**src/rtl/cpu_sequencer_pkg.sv**
```systemverilog
// Shared definitions for the 8-bit accumulator CPU.
// This package holds the opcode and phase encodings, the fixed widths, and the
// helper that classifies ALU-class opcodes.
package cpu_sequencer_pkg;

    localparam int OPW = 3;  // opcode width, also the ALU operation width
    localparam int PHW = 3;  // phase register width (8 phases)

    typedef enum logic [OPW-1:0] {
        OP_HLT = 3'd0,
        OP_SKZ = 3'd1,
        OP_ADD = 3'd2,
        OP_AND = 3'd3,
        OP_XOR = 3'd4,
        OP_LDA = 3'd5,
        OP_STO = 3'd6,
        OP_JMP = 3'd7
    } opcode_e;

    typedef enum logic [PHW-1:0] {
        PH_INST_ADDR  = 3'd0,
        PH_INST_FETCH = 3'd1,
        PH_INST_LOAD  = 3'd2,
        PH_IDLE       = 3'd3,
        PH_OP_ADDR    = 3'd4,
        PH_OP_FETCH   = 3'd5,
        PH_ALU_OP     = 3'd6,
        PH_STORE      = 3'd7
    } phase_e;

    // True for opcodes that read a memory operand and write the accumulator.
    function automatic logic is_aluop(input logic [OPW-1:0] op);
        logic res;
        case (opcode_e'(op))
            OP_ADD, OP_AND, OP_XOR, OP_LDA: res = 1'b1;
            default:                        res = 1'b0;
        endcase
        return res;
    endfunction

endpackage

```
**src/rtl/cpu_sequencer.sv**
```systemverilog
// Phase sequencer and control decoder for the 8-bit accumulator CPU.
// Steps an 8-phase instruction cycle and decodes phase, opcode and the ALU zero
// flag into the datapath strobes.
// Ports:
//   clk      in   system clock, rising edge
//   rst      in   synchronous active-high reset
//   opcode   in   IR[7:5], stable from phase IDLE onward
//   skz_cmp  in   ALU zero flag, only looked at in phase ALU_OP
//   phase    out  current phase
//   sel      out  1 = PC addresses memory, 0 = IR operand
//   rd, ld_ir, inc_pc, ld_pc, ld_ac, data_e, wr  out  datapath strobes
//   alu_op   out  ALU operation, captured from opcode at the end of IDLE
//   halt     out  sticky halt flag, cleared only by rst
module cpu_sequencer
    import cpu_sequencer_pkg::*;
(
    input  logic           clk,
    input  logic           rst,
    input  logic [OPW-1:0] opcode,
    input  logic           skz_cmp,
    output logic [PHW-1:0] phase,
    output logic           sel,
    output logic           rd,
    output logic           ld_ir,
    output logic           inc_pc,
    output logic           ld_pc,
    output logic           ld_ac,
    output logic           data_e,
    output logic           wr,
    output logic [OPW-1:0] alu_op,
    output logic           halt
);

    phase_e         phase_r;
    phase_e         phase_next_s;
    logic           halt_r;
    logic           halt_next_s;
    logic [OPW-1:0] alu_op_r;
    logic           op_alu_s;
    logic           op_skz_s;
    logic           op_sto_s;
    logic           op_jmp_s;

    assign op_alu_s = is_aluop(opcode);
    assign op_skz_s = (opcode == OP_SKZ);
    assign op_sto_s = (opcode == OP_STO);
    assign op_jmp_s = (opcode == OP_JMP);

    // State registers: phase counter, sticky halt flag and captured ALU operation.
    always_ff @(posedge clk) begin
        if (rst) begin
            phase_r  <= PH_INST_ADDR;
            halt_r   <= 1'b0;
            alu_op_r <= 3'd0;
        end else begin
            phase_r <= phase_next_s;
            halt_r  <= halt_next_s;
            if ((phase_r == PH_IDLE) && !halt_r) begin
                alu_op_r <= opcode;
            end else begin
                alu_op_r <= alu_op_r;
            end
        end
    end

    // Next phase and halt: a HLT seen in OP_ADDR parks the sequencer in that
    // phase for good; otherwise the phase simply counts and wraps 7 -> 0.
    always_comb begin
        phase_next_s = phase_r;
        halt_next_s  = halt_r;
        if (halt_r) begin
            phase_next_s = phase_r;
            halt_next_s  = 1'b1;
        end else if ((phase_r == PH_OP_ADDR) && (opcode == OP_HLT)) begin
            phase_next_s = phase_r;
            halt_next_s  = 1'b1;
        end else begin
            phase_next_s = phase_e'(phase_r + 3'd1);
            halt_next_s  = 1'b0;
        end
    end

    // Strobe decode from the registered phase; halt forces every strobe low.
    always_comb begin
        sel    = 1'b0;
        rd     = 1'b0;
        ld_ir  = 1'b0;
        inc_pc = 1'b0;
        ld_pc  = 1'b0;
        ld_ac  = 1'b0;
        data_e = 1'b0;
        wr     = 1'b0;
        if (halt_r) begin
            sel = 1'b0;
        end else begin
            case (phase_r)
                PH_INST_ADDR: begin
                    sel = 1'b1;
                end
                PH_INST_FETCH: begin
                    sel = 1'b1;
                    rd  = 1'b1;
                end
                PH_INST_LOAD, PH_IDLE: begin
                    sel   = 1'b1;
                    rd    = 1'b1;
                    ld_ir = 1'b1;
                end
                PH_OP_ADDR: begin
                    inc_pc = 1'b1;
                end
                PH_OP_FETCH: begin
                    rd = op_alu_s;
                end
                PH_ALU_OP: begin
                    // The zero flag is consulted only here, to skip the next word.
                    rd     = op_alu_s;
                    inc_pc = op_skz_s & skz_cmp;
                    ld_pc  = op_jmp_s;
                    data_e = op_sto_s;
                end
                PH_STORE: begin
                    rd     = op_alu_s;
                    ld_ac  = op_alu_s;
                    ld_pc  = op_jmp_s;
                    data_e = op_sto_s;
                    wr     = op_sto_s;
                end
                default: begin
                    sel = 1'b0;
                end
            endcase
        end
    end

    assign phase  = phase_r;
    assign alu_op = alu_op_r;
    assign halt   = halt_r;

endmodule

```
**config.mk**
```make
export PLATFORM = sky130hd
export DESIGN_NAME = cpu_sequencer
export DESIGN_NICKNAME = d
export VERILOG_FILES = /design/src/rtl/cpu_sequencer_pkg.sv /design/src/rtl/cpu_sequencer.sv
export SDC_FILE = /design/constraint.sdc
export NUM_CORES = 1
export LEC_CHECK = 0
export ABC_AREA = 1
export CAP_MARGIN = 15
export CORE_AREA = 5 5 42 44
export CTS_BUF_LIST = sky130_fd_sc_hd__clkbuf_8
export DETAILED_ROUTE_END_ITERATION = 6
export DIE_AREA = 0 0 47 49
export PLACE_DENSITY = 0.82
export REMOVE_ABC_BUFFERS = 1
export SYNTH_ARGS = -nofsm -noshare
export SYNTH_HDL_FRONTEND = slang
export SYNTH_SLANG_ARGS = --single-unit
export TNS_END_PERCENT = 30
```
**constraint.sdc**
```tcl
create_clock -name clk -period 2.1 [get_ports clk]
set_input_delay 0.42 -clock clk [delete_from_list [all_inputs] [get_ports clk]]
set_output_delay 0.42 -clock clk [all_outputs]
set_load 0.05 [all_outputs]
```
# ---- After elaboration in Yosys (flattened, before gate mapping)
# Index checks and enable logic that the tools add are counted.
dict set report totals {
  inputBits 6
  ff_bits 7
  output_inout_bits 15
}
dict set report op_classes {
  reduce_logical 12
  eq_ne 14
  n_bitwise 3
  add_sub_neg 1
  n_mux 19
}
# op count
set ops {}
lappend ops {{== test 3 bit, second input constant} 8}
lappend ops {{two-way mux 1 bit} 17}
lappend ops {{== test 3 x 2 -> 1 bit, second input constant} 4}
lappend ops {{OR reduction 4 bit} 2}
lappend ops {{== test 3 x 1 -> 1 bit, second input constant} 2}
lappend ops {{logical NOT 3 bit} 2}
lappend ops {{OR reduction 3 bit} 2}
lappend ops {{one-hot mux 1 bit (2 select lines)} 2}
lappend ops {{OR reduction 2 bit} 2}
lappend ops {{adder 3 x 1 -> 3 bit, second input constant} 1}
lappend ops {{logical AND 1 bit} 2}
lappend ops {{NOT 1 bit} 2}
lappend ops {{AND reduction 2 bit} 1}
lappend ops {{AND 1 bit} 1}
lappend ops {{logical NOT 1 bit} 1}

# ---- Logic depth before layout (Yosys ltp)
dict set report depth {
  ltp_word 5
  ltp_mapped 8
  ltp_nobuf 8
}

# ---- Worst setup path after synthesis
# Ideal clock, no wire load.
dict set report synth_path {
  path_kind {register to output}
  from {register phase_r[1] (netlist: phase[1])}
  to {output ld_ac}
  slack_ns -1.033
  arrival_ns 2.713
  t_required_ns 1.680
  stages_incl_launch_ff 5
  cell_sequence {dfxtp_1 > ha_1 > ha_1 > inv_1 > nor4_1}
}
dict set report synth_between {
  elab_chain_cells 3
}
# item line
set synth_rtl {}
lappend synth_rtl {{from (decl)} cpu_sequencer.sv:34} ;# phase_e phase_r;
lappend synth_rtl {{from (signal assigned)} cpu_sequencer.sv:56} ;# phase_r <= phase_next_s;
lappend synth_rtl {{== test 3 bit} cpu_sequencer.sv:96} ;# case (phase_r)
lappend synth_rtl {{two-way mux 1 bit} cpu_sequencer.sv:96}
lappend synth_rtl {{two-way mux 1 bit} cpu_sequencer.sv:93} ;# if (halt_r) begin
lappend synth_rtl {{to (decl)} cpu_sequencer.sv:27} ;# output logic ld_ac,
# Every way passes these cells.

# ---- Final worst setup path
# Same ends and word-level chain as after synthesis.

==> summary.md <==
| Metric | Value |
|---|---|
| Status | `finished, final reports clean` |
| Yosys warns | `0` |
| Post-CTS setup buffer count | `0` |
| WHS Endpoint | `alu_op[1]` |
| Setup violators final | `0` |
| Die Area | `2300 um2` |
| Drt drc | `0` |
| Critical path endpoint category | `output port` |
| Hold_buf cts | `0` |
| I/O pins | `21` |
| CP peak stage delay | `0.38 ns` |
| Fillers | `between 100 and 150` |
| Max-cap violations | `0` |
| Avg WL per Cell | `11.3 um` |
| Sink Count | `7` |
| Vias in the first global route | `470` |
| Synth Instances | `69` |
| Die height | `a little under 50 um` |
| Maximum vdd ir drop | `0.367 mV` |
| Total grt overflow | `0` |
| Skew-Pair Late Insertion Delay | `0.22 ns` |
| Cell area after layout | `~830 um2` |
| Vias/cell | `approximately 4.8` |
| Die width | `47 um` |
| GP Congestion | `slightly below 0.8` |
| Worst-path cell with the longest stage delay | `dfxtp_2` |
| Launching point of the worst reg2reg path | `phase[2]` |
| Storage element area | `143 um2` |
| DPL Wire Length | `1020 um` |
| ANT cells | `0` |
| R2R Setup Slk | `0.80 ns` |
| Slew Limit Fails | `0` |
| Area of the multi-input gates | `between 200 and 300 um2` |
| Largest net degree at the start of global routing | `10` |
| Fin util | `59.5%` |
| Layout cell share with drive strength beyond 1 | `25.3%` |
| Hold Path Stages | `2` |
| Final Hold Fails | `0` |
| First-pass GRT wire length | `2000 um` |
| Slew margin rel. | `66.0%` |
| WHS | `~0.49 ns` |
| Lkg Pwr | `about 0.4 nW` |
| Post-place instance area | `772 um2` |
| I/O Buffers | `20` |
| Setup skew after layout | `0.00151 ns` |
| Final Critical Period | `2.02 ns` |
| Core ar. | `1400 um2` |
| Crit-path cells | `ha_1, ha_1, inv_1, nor4_1, buf_4, buf_12` |
| CP Max Fanout | `7` |
| Share of the synthesized area in the top cell type | `28.9%` |
| Detail Route Antenna Nets | `0` |
| Area Growth Syn to Fin | `71.6%` |
| Clk buf depth | `2` |
| Final wirelength | `between 1000 and 1500 um` |
| CTS Root Cell | `clkbuf_8` |
| Slew @ Worst Pin | `~0.5 ns` |
| Buf/Inv on CP | `3` |
| Critical path arrival | `1.60 ns` |
| Flops & latches, synth | `7` |
| Initial Util | `34.6%` |
| Hold_sp | `alu_op[1]` |
| CTS tree | `done` |
| Power Dens Cells | `683 nW/um2` |
| Nets | `108` |
| Avg Cell Area, Syn | `7.04 um2` |
| Crit start category | `flip-flop` |
| RSZ-0062 raised after global routing | `yes` |
| Worst R2R End | `alu_op[0]` |
| Final period utilization | `96.1%` |
| Antenna violations before repair | `0` |
| Register area share after synthesis | `28.9%` |
| Reg2reg path depth | `6` |
| Yosys cell types | `16` |
| GRT Overall Usage | `between 10% and 20%` |
| CTS H-tree lvls | `1` |
| Num CTS Buffers | `3` |
| Detailed Route Iter0 Violations | `5` |
| Min-Delay Path Class | `flip-flop to flip-flop` |
| Max Freq | `0.496 GHz` |
| Cell repeated most along the worst path | `ha_1` |
| Cell Rows | `14` |
| Clock slew at reported path FFs | `0.04 ns` |
| Top post-synthesis cells by area | `dfxtp_1 (29%), ha_1 (15%), inv_1 (7.7%)` |
| CP required | `1.68 ns` |
| Crit path max-delay family | `flip-flops` |
| DR vias | `528` |
| CP Class | `flip-flop to output port` |
| Cell taking the most area after synthesis | `dfxtp_1` |
| Cell Area, Synth | `just under 500 um2` |
| Detailed Routing Iterations Pass 1 | `4` |
==> cells by family after synthesis <==
kind of cell	after synthesis	share of synthesized area, %
adder cells (fa/ha/maj)	6	15.5
AO/OA/AOI/OAI	11	11.3
buffers and inverters	14	12.4
AND/OR/NAND/NOR	31	32.0
flip-flops	7	28.9
==> power by group <==
group / total [mW] / internal [mW] / switching [mW]
registers: 0.162 / 0.146 / 0.0151
clock network: 0.179 / 0.126 / 0.0535
logic: 0.228 / 0.0860 / 0.142
==> synthesized netlist by cell type <==
cell type  number
ha_1            6
a21oi_1         7
nand3_1         5
nand2_2         1
o21ai_0         4
nor2_1          9
nor4_1          1
inv_1          10
nand4_1         1
dfxtp_1         7
nor3_1          3
nor2_4          1
buf_6           1
nand2_1         9
inv_2           3
nand3_4         1
==> metal layers <==
| layer | part of all wire, % | wire length (um) | GRT usage, % |
|---|---|---|---|
| met4 | 3.3 | 42 | 9.68 |
| met5 | 0 | 0 | 0 |
| met2 | 50 | 625 | 17.2 |
| met3 | 6.3 | 79 | 2.58 |
| met1 | 41 | 510 | 15.0 |
==> cells in the final DEF, fill, tap and decap left out <==
cell type	instances
buf_12	6
nor3_1	2
nor4_1	1
dfxtp_2	2
inv_1	11
a21oi_1	6
a21oi_2	1
buf_4	5
o21ai_0	4
clkbuf_8	3
nor2_4	1
nand2_2	1
nand4_1	1
nand3_4	1
nand2_1	9
dlymetal6s2s_1	2
nor3_2	1
dfxtp_1	5
clkdlybuf4s50_1	10
inv_2	3
ha_1	6
nand3_1	5
nor2_1	9
==> flip-flops by register name, summed over array words and instances (netlist names) <==
register and count:
alu_op 3, halt 1, phase 3
==> worst max-delay path by stage <==
| stage | startpoint | endpoint | slack (ns) | depth (start not counted) |
|---|---|---|---|---|
| global route | phase[1] | ld_ac | -0.05 | 6 |
| detailed placement | opcode[2] | wr | 0.01 | 7 |
| global placement | opcode[2] | rd | 0.07 | 7 |
| floorplan | phase[1] | ld_ac | -1.03 | 4 |
| CTS | phase[0] | ld_ac | 0.003 | 6 |
| finish | phase[1] | ld_ac | 0.08 | 6 |
==> area by class of cell <==
cell class                      instances  share of cell area [%]
Multi-Input combinational cell         48                    35.3
Clock buffer                            3                    4.95
Sequential cell                         7                    17.1
Tap cell                               16                    2.40
Inverter                               13                    5.86
Timing Repair Buffer                   23                    33.9
Clock inverter                          1                   0.450
==> per-stage QoR <==
step	setup TNS, ns	worst slack, ns	power [mW]	instances
finish	0	0.0822	0.569	111
global route	-0.0534	-0.0534	0.603	111
CTS	0	0.00316	0.574	111
detailed placement	0	0.0110	0.389	107
global placement	0	0.0669	0.384	107
floorplan	-2.76	-1.03	0.300	68
==> worst min-delay path, cell delays in order (launching register included) <==
cell	delay (ns)
dfxtp_1	0.30
nor2_1	0.09
nor2_1	0.05
==> repair_timing <==
action	in CTS	in global routing
gates cloned	0	0
gates resized for setup	1	5
endpoints found under the setup margin	1	4
Note: power is estimated with default switching activity, not from simulation.
